===== config.mk =====
export PLATFORM = sky130hd
export DESIGN_NAME = wb_queue_2w
export DESIGN_NICKNAME = d
export VERILOG_FILES = /design/src/rtl/wb_queue_2w.sv
export SDC_FILE = /design/constraint.sdc
export NUM_CORES = 1
export LEC_CHECK = 0
export CORE_MARGIN = 2
export CORE_UTILIZATION = 45
export CTS_CLUSTER_SIZE = 30
export DETAILED_ROUTE_END_ITERATION = 12
export SLEW_MARGIN = 0
export SYNTH_ARGS = -nofsm -noshare
export SYNTH_HDL_FRONTEND = slang
export SYNTH_SLANG_ARGS = --single-unit

===== constraint.sdc =====
create_clock -name clk -period 5.8 [get_ports clk]
set_input_delay 0.58 -clock clk [delete_from_list [all_inputs] [get_ports clk]]
set_output_delay 0.58 -clock clk [all_outputs]
set_load 0.03 [all_outputs]

===== src/rtl/wb_queue_2w.sv =====
// wb_queue_2w: dual-issue writeback queue feeding a two-write-port RAM.
// Up to two results enter per cycle and up to two leave per cycle, in order.
// The younger drained entry always goes out on port 2, so a same-address
// pair resolves in program order at the RAM.
// DEPTH must be a power of two and at least 4 so that pointer wrap is free
// and a dual drain always fits in the pointer width.

`ifndef ADDR_LEN
`define ADDR_LEN 8
`endif
`ifndef DATA_LEN
`define DATA_LEN 32
`endif

module wb_queue_2w #(
  parameter int BRAM_ADDR_WIDTH = `ADDR_LEN,
  parameter int BRAM_DATA_WIDTH = `DATA_LEN,
  parameter int DEPTH           = 8
) (
  input  logic                       clk,
  input  logic                       reset_x,
  input  logic                       in0_valid,
  input  logic [BRAM_ADDR_WIDTH-1:0] in0_addr,
  input  logic [BRAM_DATA_WIDTH-1:0] in0_data,
  input  logic                       in1_valid,
  input  logic [BRAM_ADDR_WIDTH-1:0] in1_addr,
  input  logic [BRAM_DATA_WIDTH-1:0] in1_data,
  output logic                       in_ready,
  input  logic                       drain_en,
  output logic                       we1,
  output logic [BRAM_ADDR_WIDTH-1:0] waddr1,
  output logic [BRAM_DATA_WIDTH-1:0] wdata1,
  output logic                       we2,
  output logic [BRAM_ADDR_WIDTH-1:0] waddr2,
  output logic [BRAM_DATA_WIDTH-1:0] wdata2,
  output logic [$clog2(DEPTH):0]     count,
  output logic                       empty
);

  localparam int PW = $clog2(DEPTH);
  localparam int CW = PW + 1;

  logic [BRAM_ADDR_WIDTH-1:0] mem_addr [DEPTH];
  logic [BRAM_DATA_WIDTH-1:0] mem_data [DEPTH];

  logic [PW-1:0] head;
  logic [PW-1:0] tail;
  logic [PW-1:0] head_p1;
  logic [PW-1:0] tail_p1;
  logic [PW-1:0] slot1;
  logic          accept0;
  logic          accept1;
  logic [CW-1:0] n_in;
  logic [CW-1:0] n_out;

  // Acceptance and drain decisions, all derived from registered state so
  // freed slots from a same-cycle drain never widen in_ready.
  always_comb begin
    in_ready = (count <= CW'(DEPTH - 2));
    accept0  = in_ready && in0_valid;
    accept1  = in_ready && in1_valid;
    head_p1  = head + 1'b1;
    tail_p1  = tail + 1'b1;
    slot1    = in0_valid ? tail_p1 : tail;
    we1      = drain_en && (count != '0);
    we2      = drain_en && (count >= CW'(2));
    n_in     = {{(CW-1){1'b0}}, accept0} + {{(CW-1){1'b0}}, accept1};
    n_out    = {{(CW-1){1'b0}}, we1} + {{(CW-1){1'b0}}, we2};
    empty    = (count == '0);
    waddr1   = mem_addr[head];
    wdata1   = mem_data[head];
    waddr2   = mem_addr[head_p1];
    wdata2   = mem_data[head_p1];
  end

  // Entry storage is deliberately left unreset; occupancy is tracked by count.
  always_ff @(posedge clk) begin
    if (accept0) begin
      mem_addr[tail] <= in0_addr;
      mem_data[tail] <= in0_data;
    end
    if (accept1) begin
      mem_addr[slot1] <= in1_addr;
      mem_data[slot1] <= in1_data;
    end
  end

  // Pointer and occupancy bookkeeping; reset empties the queue at once.
  always_ff @(posedge clk or negedge reset_x) begin
    if (!reset_x) begin
      head  <= '0;
      tail  <= '0;
      count <= '0;
    end else begin
      head  <= head + n_out[PW-1:0];
      tail  <= tail + n_in[PW-1:0];
      count <= count + n_in - n_out;
    end
  end

endmodule

=== Word-level counts from Yosys, hierarchy flattened ===
Memory sizes are Yosys's and may differ from the RTL's.
Index checks and enable logic that the tools add are counted.
W data, S select, Z words.

* Input port bits: 85
* RAM bits: 320
* Output and inout port bits: 88
* Flip-flop bits (word level): 10
* Memories: 2

* Add/sub/neg operators: 8
* $lt $le $gt $ge: 2
* Reduce and logical (&&, ||, !) cells: 6
* Mux-type cells: 5

{| class="wikitable"
|+ Memory list
! name !! words !! bits a word !! rd ports !! clocked after Yosys merged registers in !! wr ports !! RTL line !! source
|-
| mem_data || 8 || 32 || 2 || 0 || 2 || 44 || <nowiki>logic [BRAM_DATA_WIDTH-1:0] mem_data [DEPTH];</nowiki>
|-
| mem_addr || 8 || 8 || 2 || 0 || 2 || 43 || <nowiki>logic [BRAM_ADDR_WIDTH-1:0] mem_addr [DEPTH];</nowiki>
|}

{| class="wikitable"
|+ Operators with widths
! cell !! count
|-
| $add A3 B1 Y3 const B || 2
|-
| $add A3 B2 Y3 || 2
|-
| $add A1 B1 Y2 || 2
|-
| $add A4 B2 Y4 || 1
|-
| $ge A4 B2 Y1 const B || 1
|-
| $le A4 B3 Y1 const B || 1
|-
| $logic_and A1 B1 Y1 || 4
|-
| $logic_not A4 Y1 || 1
|-
| $mux W1 || 4
|-
| $reduce_bool A4 Y1 || 1
|-
| $sub A4 B2 Y4 || 1
|-
| $mux W3 || 1
|}

=== Logic depth before layout (Yosys ltp) ===
Gate-level depths: netlist (run 1).

* Word-level depth: 5
* Gate-level depth with buffers: 12

=== Worst setup path before layout (run 1) ===
No wires, ideal clock.

* Kind: register -> register
* Start: register count[3]
* End: memory mem_addr[6][0] (netlist bit) (enable)
* Setup time: 0.493 ns
* Setup slack: 1.173 ns
* Data required time: 5.307 ns
* Arrival time: 4.134 ns
* Cell stages (with the launch flop): 7
* Buffers on the path: 0
* Path through: dfrtp_1 > inv_1 > ha_1 > nand3_1 > and3_1 > nand2_1 > o21ai_0

{| class="wikitable"
|+ RTL lines
! item !! RTL line !! source
|-
| from (decl) || 36 || <nowiki>output logic [$clog2(DEPTH):0] count,</nowiki>
|-
| from (signal assigned) || 97 || <nowiki>count <= count + n_in - n_out;</nowiki>
|-
| to (decl) || 43 ||
|}

=== Worst setup path in the final report (run 1) ===
* Start: register head[1]
* End: output port wdata2[3]

* Word-level cells in the longest chain between the ends: 2

{| class="wikitable"
|+ Ends and longest elaborated chain
! item !! RTL line !! source
|-
| from (decl) || 46 || <nowiki>logic [PW-1:0] head;</nowiki>
|-
| from (signal assigned) || 95 || <nowiki>head <= head + n_out[PW-1:0];</nowiki>
|-
| $add A3 B1 Y3 || 62 || <nowiki>head_p1 = head + 1'b1;</nowiki>
|-
| $mem_v2 Z8 W32 || n/a ||
|-
| to (decl) || 35 || <nowiki>output logic [BRAM_DATA_WIDTH-1:0] wdata2,</nowiki>
|}

Every way passes these cells.

==> impl_results.md, run 1 <==
- Status: finished clean
- Fmax: ~220 MHz
- Initial antenna violation count: 4
- Wl on met1: 23.1 mm
- 1st-pass router iterations: 4
- First-pass GRT wire length: approximately 76 mm
- CTS tree: done
- ANT nets after route: 0
- Period minus WS final: 4.54 ns
- Syn Nets: 1156
- Ys flop type: edfxtp_1
- Number of flops mapped to enable cells by yosys: 320
- Vias: 10900
- Avg Inst Size Synth: about 18 um2
- Syn Inst Count: approximately 1100
- Initial DRC count: between 900 and 1000
- Via density: 6.14
- Most frequent cell after synthesis: mux2_2
- Critical path class: reg2out
- Die footprint: 44200 um2
- Gr usage total: 23.6%
- Power Density: 616 nW/um2
- Rel. slew slack: 21.3%
- Non-filler instance count after layout: around 1800
- Final hold vios: 0
- Critical path peak fanout: 46
- Avg WL per Cell: about 29 um
- DRC errors left: 0
- Worst vdd ir: about 0.69 mV
- Die width: 210 um
- Count of pins over their slew limit: 0
- Port Buf Inserts: approximately 170
- Top sig layer: met5
- Crit path required time: 5.22 ns
- Tightest Pin Transition: roughly 1.2 ns
- Async S/R FF share, synth: about 3%
- CTS Buf Count: 39
- Ys Warns: 0
- Total power: 13.9 mW
- Share of the synthesized area in the top cell type: between 50% and 60%
- Hpwl dp: 29.8 mm
- Die H: between 200 and 250 um
- Post-synth top cells: mux2_2, edfxtp_1, mux4_2
- RSZ-0062 raised after global routing: false
- Largest net degree at the start of global routing: 155
- WL final: between 50 and 60 mm
- Top cells by area, synth: edfxtp_1, mux2_2, mux4_2
- Site Rows: 75
- Leakage: slightly above 7 nW
- Critical path capture point type: output port
- Dpl cells: roughly 1700
- Setup TNS: 0 ns
- WL met3: 2.32 mm
- # clock sinks: 330
- Slowest cell on the critical path: ha_4
- Post_cts resized: 0
- # Post-CTS Setup Buffers: 0
- Root Buffer: clkbuf_16
- Synthesis-to-layout area growth: 18.1%
- GRT overflow: 0
- Final Skew: 0.0175 ns
- CP arrival: between 3 and 4 ns
- Final core occ: a little over half
- Final setup fails: 0
- Layout cells sized above 1: 48.2%
- Crit-path max cell delay: 0.94 ns
- Crit path launch type: flip-flop
- Hold Crit Class: in2async
- Synth area leader: edfxtp_1
- Critical path cell sequence: ha_4 > buf_4 > mux4_2 > mux2_2 > clkdlybuf4s50_1
- Depth of the CTS H-tree: 2
- Synth Register Bits: 330
- CTS Hold Buffers Added: 0
- Vias in the first global route: 11700
- Final worst-path cycle share: ~78%
- Reg clk slew, reported paths: ~0.05 ns
- Clk buf depth: 3
- Clock Latency Late Sink: 0.54 ns
- Net count, final: 1317
- Post-Synthesis Cell Area: 19100 um2
- Routability cong.: 0.766
- Initial Util: 45.6%
- WL met2: between 20 and 25 mm
- Seq/Total Area, Yosys: 51.5%
- Core area: 41900 um2
- Synth unique cells: 40
- Max-cap violations: 0
- I/O pin cnt: 173
-- area by class of cell --
cell class | instances | area, um2
Multi-Input combinational cell | 633 | 8940
Fill cell | 3379 | 19300
Timing Repair Buffer | 200 | 1970
Clock inverter | 12 | 62.6
Clock buffer | 53 | 1030
Tap cell | 539 | 674
Sequential cell | 330 | 9870
Antenna cell | 3 | 7.51
Inverter | 12 | 45.0
-- worst max-delay path: cells and delay by family (launching register included) --
kind       cells  cell delay, ns
fa+ha+maj      1            0.94
flops          1            0.74
mux            2            0.67
buf+inv        2            1.04
-- worst paths after layout --
kind	startpoint	end	slack, ns	cells after the start
max reg2reg	count[3]	mem_data[5][3]	2.50	7
min in group clk	count[0]	count[0]	0.58	1
min	reset_x	tail[0]	0.39	1
min reg2reg	count[0]	count[0]	0.58	1
max	head[1]	wdata2[3]	1.26	5
max in group asynchronous	reset_x	head[0]	5.01	1
-- sequential cells by signal (all words and copies together), names as in the netlist --
name	cells
head	3
tail	3
mem_addr	64
count	4
mem_data	256
-- stage by stage --
stage	hold slack [ns]	cell area, um2	worst slack, ns
finish	0.387	22600	1.26
global placement	0.584	21500	1.78
floorplan	0.284	19100	1.17
detailed placement	0.579	21500	1.72
global route	0.411	22600	1.12
CTS	0.382	22600	1.19
-- where the power goes --
part / internal (mW) / switching (mW) / total [mW]
logic: 3.79 / 4.31 / 8.11
clock network: 1.24 / 0.940 / 2.18
registers: 3.30 / 0.332 / 3.64
total: 8.33 / 5.59 / 13.9
-- logic make-up after synthesis --
group / Yosys count / synth area share [%]
xor+xnor: 6 / 0.275
fa+ha+maj: 16 / 1.20
mux: 560 / 42.4
compound gates: 12 / 0.471
buf+inv: 92 / 2.67
simple gates: 39 / 1.49
flops: 330 / 51.5
-- cell usage in the layout, fill, tap and decap left out, drive strengths merged, types with 4 or more instances in the layout --
cell / synthesis / layout
inv: 12 / 15
buf: 60 / 28
clkinv: 0 / 9
edfxtp: 320 / 320
fa: 4 / 4
o22ai: 6 / 6
nand2b: 4 / 4
ha: 12 / 12
nor2: 8 / 8
clkdlybuf4s50: 0 / 172
mux2: 400 / 400
mux4: 160 / 160
dfrtp: 10 / 10
clkbuf: 20 / 53
xor2: 5 / 5
-- metal layers --
layer / GRT usage (%) / vias to the layer above
met5: 0 / -
met4: 5.55 / 2
met3: 3.34 / 58
met2: 38.3 / 296
met1: 33.8 / 5845
li1: - / 4743
Power figures use the tool's default switching activity.
==> inputs of run 2 (changes only) <==
--- a/config.mk
+++ b/config.mk
@@ -9,6 +9,7 @@
 export CORE_UTILIZATION = 45
 export CTS_CLUSTER_SIZE = 30
 export DETAILED_ROUTE_END_ITERATION = 12
+export PLACE_DENSITY = 0.67
 export SLEW_MARGIN = 0
 export SYNTH_ARGS = -nofsm -noshare
 export SYNTH_HDL_FRONTEND = slang
==> constraint.sdc (replaced) <==
create_clock -name clk -period 4.1 [get_ports clk]
set_input_delay 0.41 -clock clk [delete_from_list [all_inputs] [get_ports clk]]
set_output_delay 0.41 -clock clk [all_outputs]
set_load 0.03 [all_outputs]
==> run 2 against run 1 <==
Compared with the run above: via count increased by 1.1%; clock skew is 0.0089 ns lower; power is 45% higher; first-iteration DRC count decreased by 4.6%; combinational power increased by 44%; core utilization grew 0.81 points; non-clock buffer count increased by 14; count of clock-buffer cells in the layout decreased by 8; worst hold slack lost 0.16 ns; die area unchanged; sequential share of layout area fell by 0.64 points; critical path type unchanged; largest cell class unchanged; largest power group unchanged.
==> impl_results.md, run 2 (synthesized netlist as in run 1, its figures left out) <==
- Most frequent cells in the layout: mux2_2, edfxtp_1, clkdlybuf4s50_1
- Reg-to-reg slack, setup: 1.16 ns
- Fmax: 266 MHz
- Critical path peak fanout: 161
- Port Buf Inserts: ~170
- Top flop regs: mem_data x256, mem_addr x64, count x4
- Via density: between 6 and 7
- Core area: 41900 um2
- Site Rows: 75
- # Post-CTS Setup Buffers: 0
- GRT overflow: 0
- Vias: 11100
- Root Buffer: clkbuf_16
- Tightest Pin Transition: about 1.1 ns
- Total of fill cells in the finished design: between 3000 and 4000
- Die H: 210 um
- Power Density: 880 nW/um2
- ANT nets after route: 0
- Clock Latency Late Sink: roughly 0.53 ns
- Final Skew: 0.00855 ns
- 1st-pass router iterations: 5
- Design area: 22900 um2
- Layout cells sized above 1: roughly 50%
- Leakage: 7.43 nW
- Initial Util: 45.6%
- Final hold vios: 0
- First-pass GRT wire length: ~76 mm
- Depth of the CTS H-tree: 2
- CTS Buf Count: 37
- FF+latch area: 9870 um2
- Initial DRC count: 874
- Avg WL per Cell: 28.0 um
- Final setup fails: 0
- Vias in the first global route: roughly 12000
- DRC errors left: 0
- Largest register FFs: 256
- WL final: 50.3 mm
- Hpwl dp: 29.5 mm
- Final worst-path cycle share: 91.8%
- Hold Crit Class: in2async
- Reg2Reg Capture Point: mem_data[1][15]
- Die footprint: between 40000 and 50000 um2
- Reg clk slew, reported paths: 0.07 ns
- Worst reg2reg path depth: 6
- Dpl cells: 1728
- Largest register by flop count: mem_data
- Period minus WS final: 3.76 ns
- R2R Path Start: tail[1]
- Final core occ: 54.7%
- Count of pins over their slew limit: 0
- Max-cap violations: 0
- I/O pin cnt: 173
- Status: finished clean
- RSZ-0062 raised after global routing: false
- Non-filler instance count after layout: 1795
- Multi-input gate area: between 8000 and 9000 um2
- Initial antenna violation count: 4
- Placed instance area: approximately 22000 um2
- Die width: 210 um
- Critical path capture point type: output port
- Critical path class: reg2out
- Most common cell after layout, fill and taps aside: mux2_2
- CTS Hold Buffers Added: 0
- Routability cong.: 0.769
- Synthesis-to-layout area growth: 19.9%
- Largest net degree at the start of global routing: 162
- Crit path launch type: flip-flop
- Rel. slew slack: between 20% and 30%
- CP arrival: 3.35 ns
- # clock sinks: 330
- Clk buf depth: 3
- Worst vdd ir: 0.703 mV
- Net count, final: 1329
- Gr usage total: 23.2%
- Post_cts resized: 0
- Crit path required time: roughly 3.7 ns
- CTS tree: done
## run 2: changes by cell type in the layout (fill, tap and decap cells not counted), moves of 4 or more
cell | before | now
clkbuf_1 | 14 | 6
buf_12 | 3 | 10
clkinv_2 | 2 | 6
buf_4 | 25 | 32
bufinv_16 | 0 | 5
## run 2: layer usage
layer / wire length, um / up-vias / global-route usage [%] / share of wire, %
met3: 3310 / 60 / 3.98 / 6.6
met5: 24 / - / 0 / 0.048
met2: 24400 / 361 / 37.8 / 48
met1: 21700 / 5870 / 32.6 / 43
met4: 857 / 4 / 5.62 / 1.7
li1: - / 4770 / - / -
## run 2: cell type report
type	instances	share of cell area (%)
clock buffer	45	4.35
tap	539	2.94
antenna	2	0.0218
inverter	12	0.196
clock inverter	20	0.993
multi-input combinational	633	39.0
timing repair buffer	214	9.43
sequential	330	43.0
## run 2: where the power goes
part	leakage (nW)	internal (mW)	switching (mW)
clock network	0.600	2.05	1.36
logic	3.81	5.52	6.21
registers	3.02	4.67	0.383
total	7.43	12.2	7.95
## run 2: worst max-delay path by stage
stage          startpoint              end  cells past startpoint
2_1_floorplan    count[3]   mem_addr[6][0]                      6
3_3_place_gp    in0_valid  mem_data[1][15]                      7
3_5_place_dp    in0_valid  mem_data[1][15]                      7
4_1_cts           head[0]       wdata2[25]                      4
5_1_grt           head[0]       wdata2[20]                      4
6_report          head[0]        waddr2[2]                      4
## run 2: through the flow
step	worst slack, ns	power (mW)	setup TNS [ns]	hold WS [ns]
3_5_place_dp	0.789	16.9	0	0.600
3_3_place_gp	0.876	16.8	0	0.596
2_1_floorplan	-0.527	12.8	-42.16	0.114
6_report	0.338	20.2	0	0.225
5_1_grt	0.190	21.0	0	0.258
4_1_cts	0.285	20.4	0	0.226
## run 2: worst max-delay path: stages, from the launching register on
cell,delay [ns]
dfrtp_4,0.44
buf_12,0.78
mux4_2,0.60
mux2_2,0.30
clkdlybuf4s50_1,0.60
==> inputs of run 3 (changes only) <==
--- a/config.mk
+++ b/config.mk
@@ -7,7 +7,6 @@
 export LEC_CHECK = 0
 export CORE_MARGIN = 2
 export CORE_UTILIZATION = 45
-export CTS_CLUSTER_SIZE = 30
 export DETAILED_ROUTE_END_ITERATION = 12
 export PLACE_DENSITY = 0.67
 export SLEW_MARGIN = 0
==> results of run 3 <==
Same layout as run 2: the final DEF is identical, and so are final timing and power.
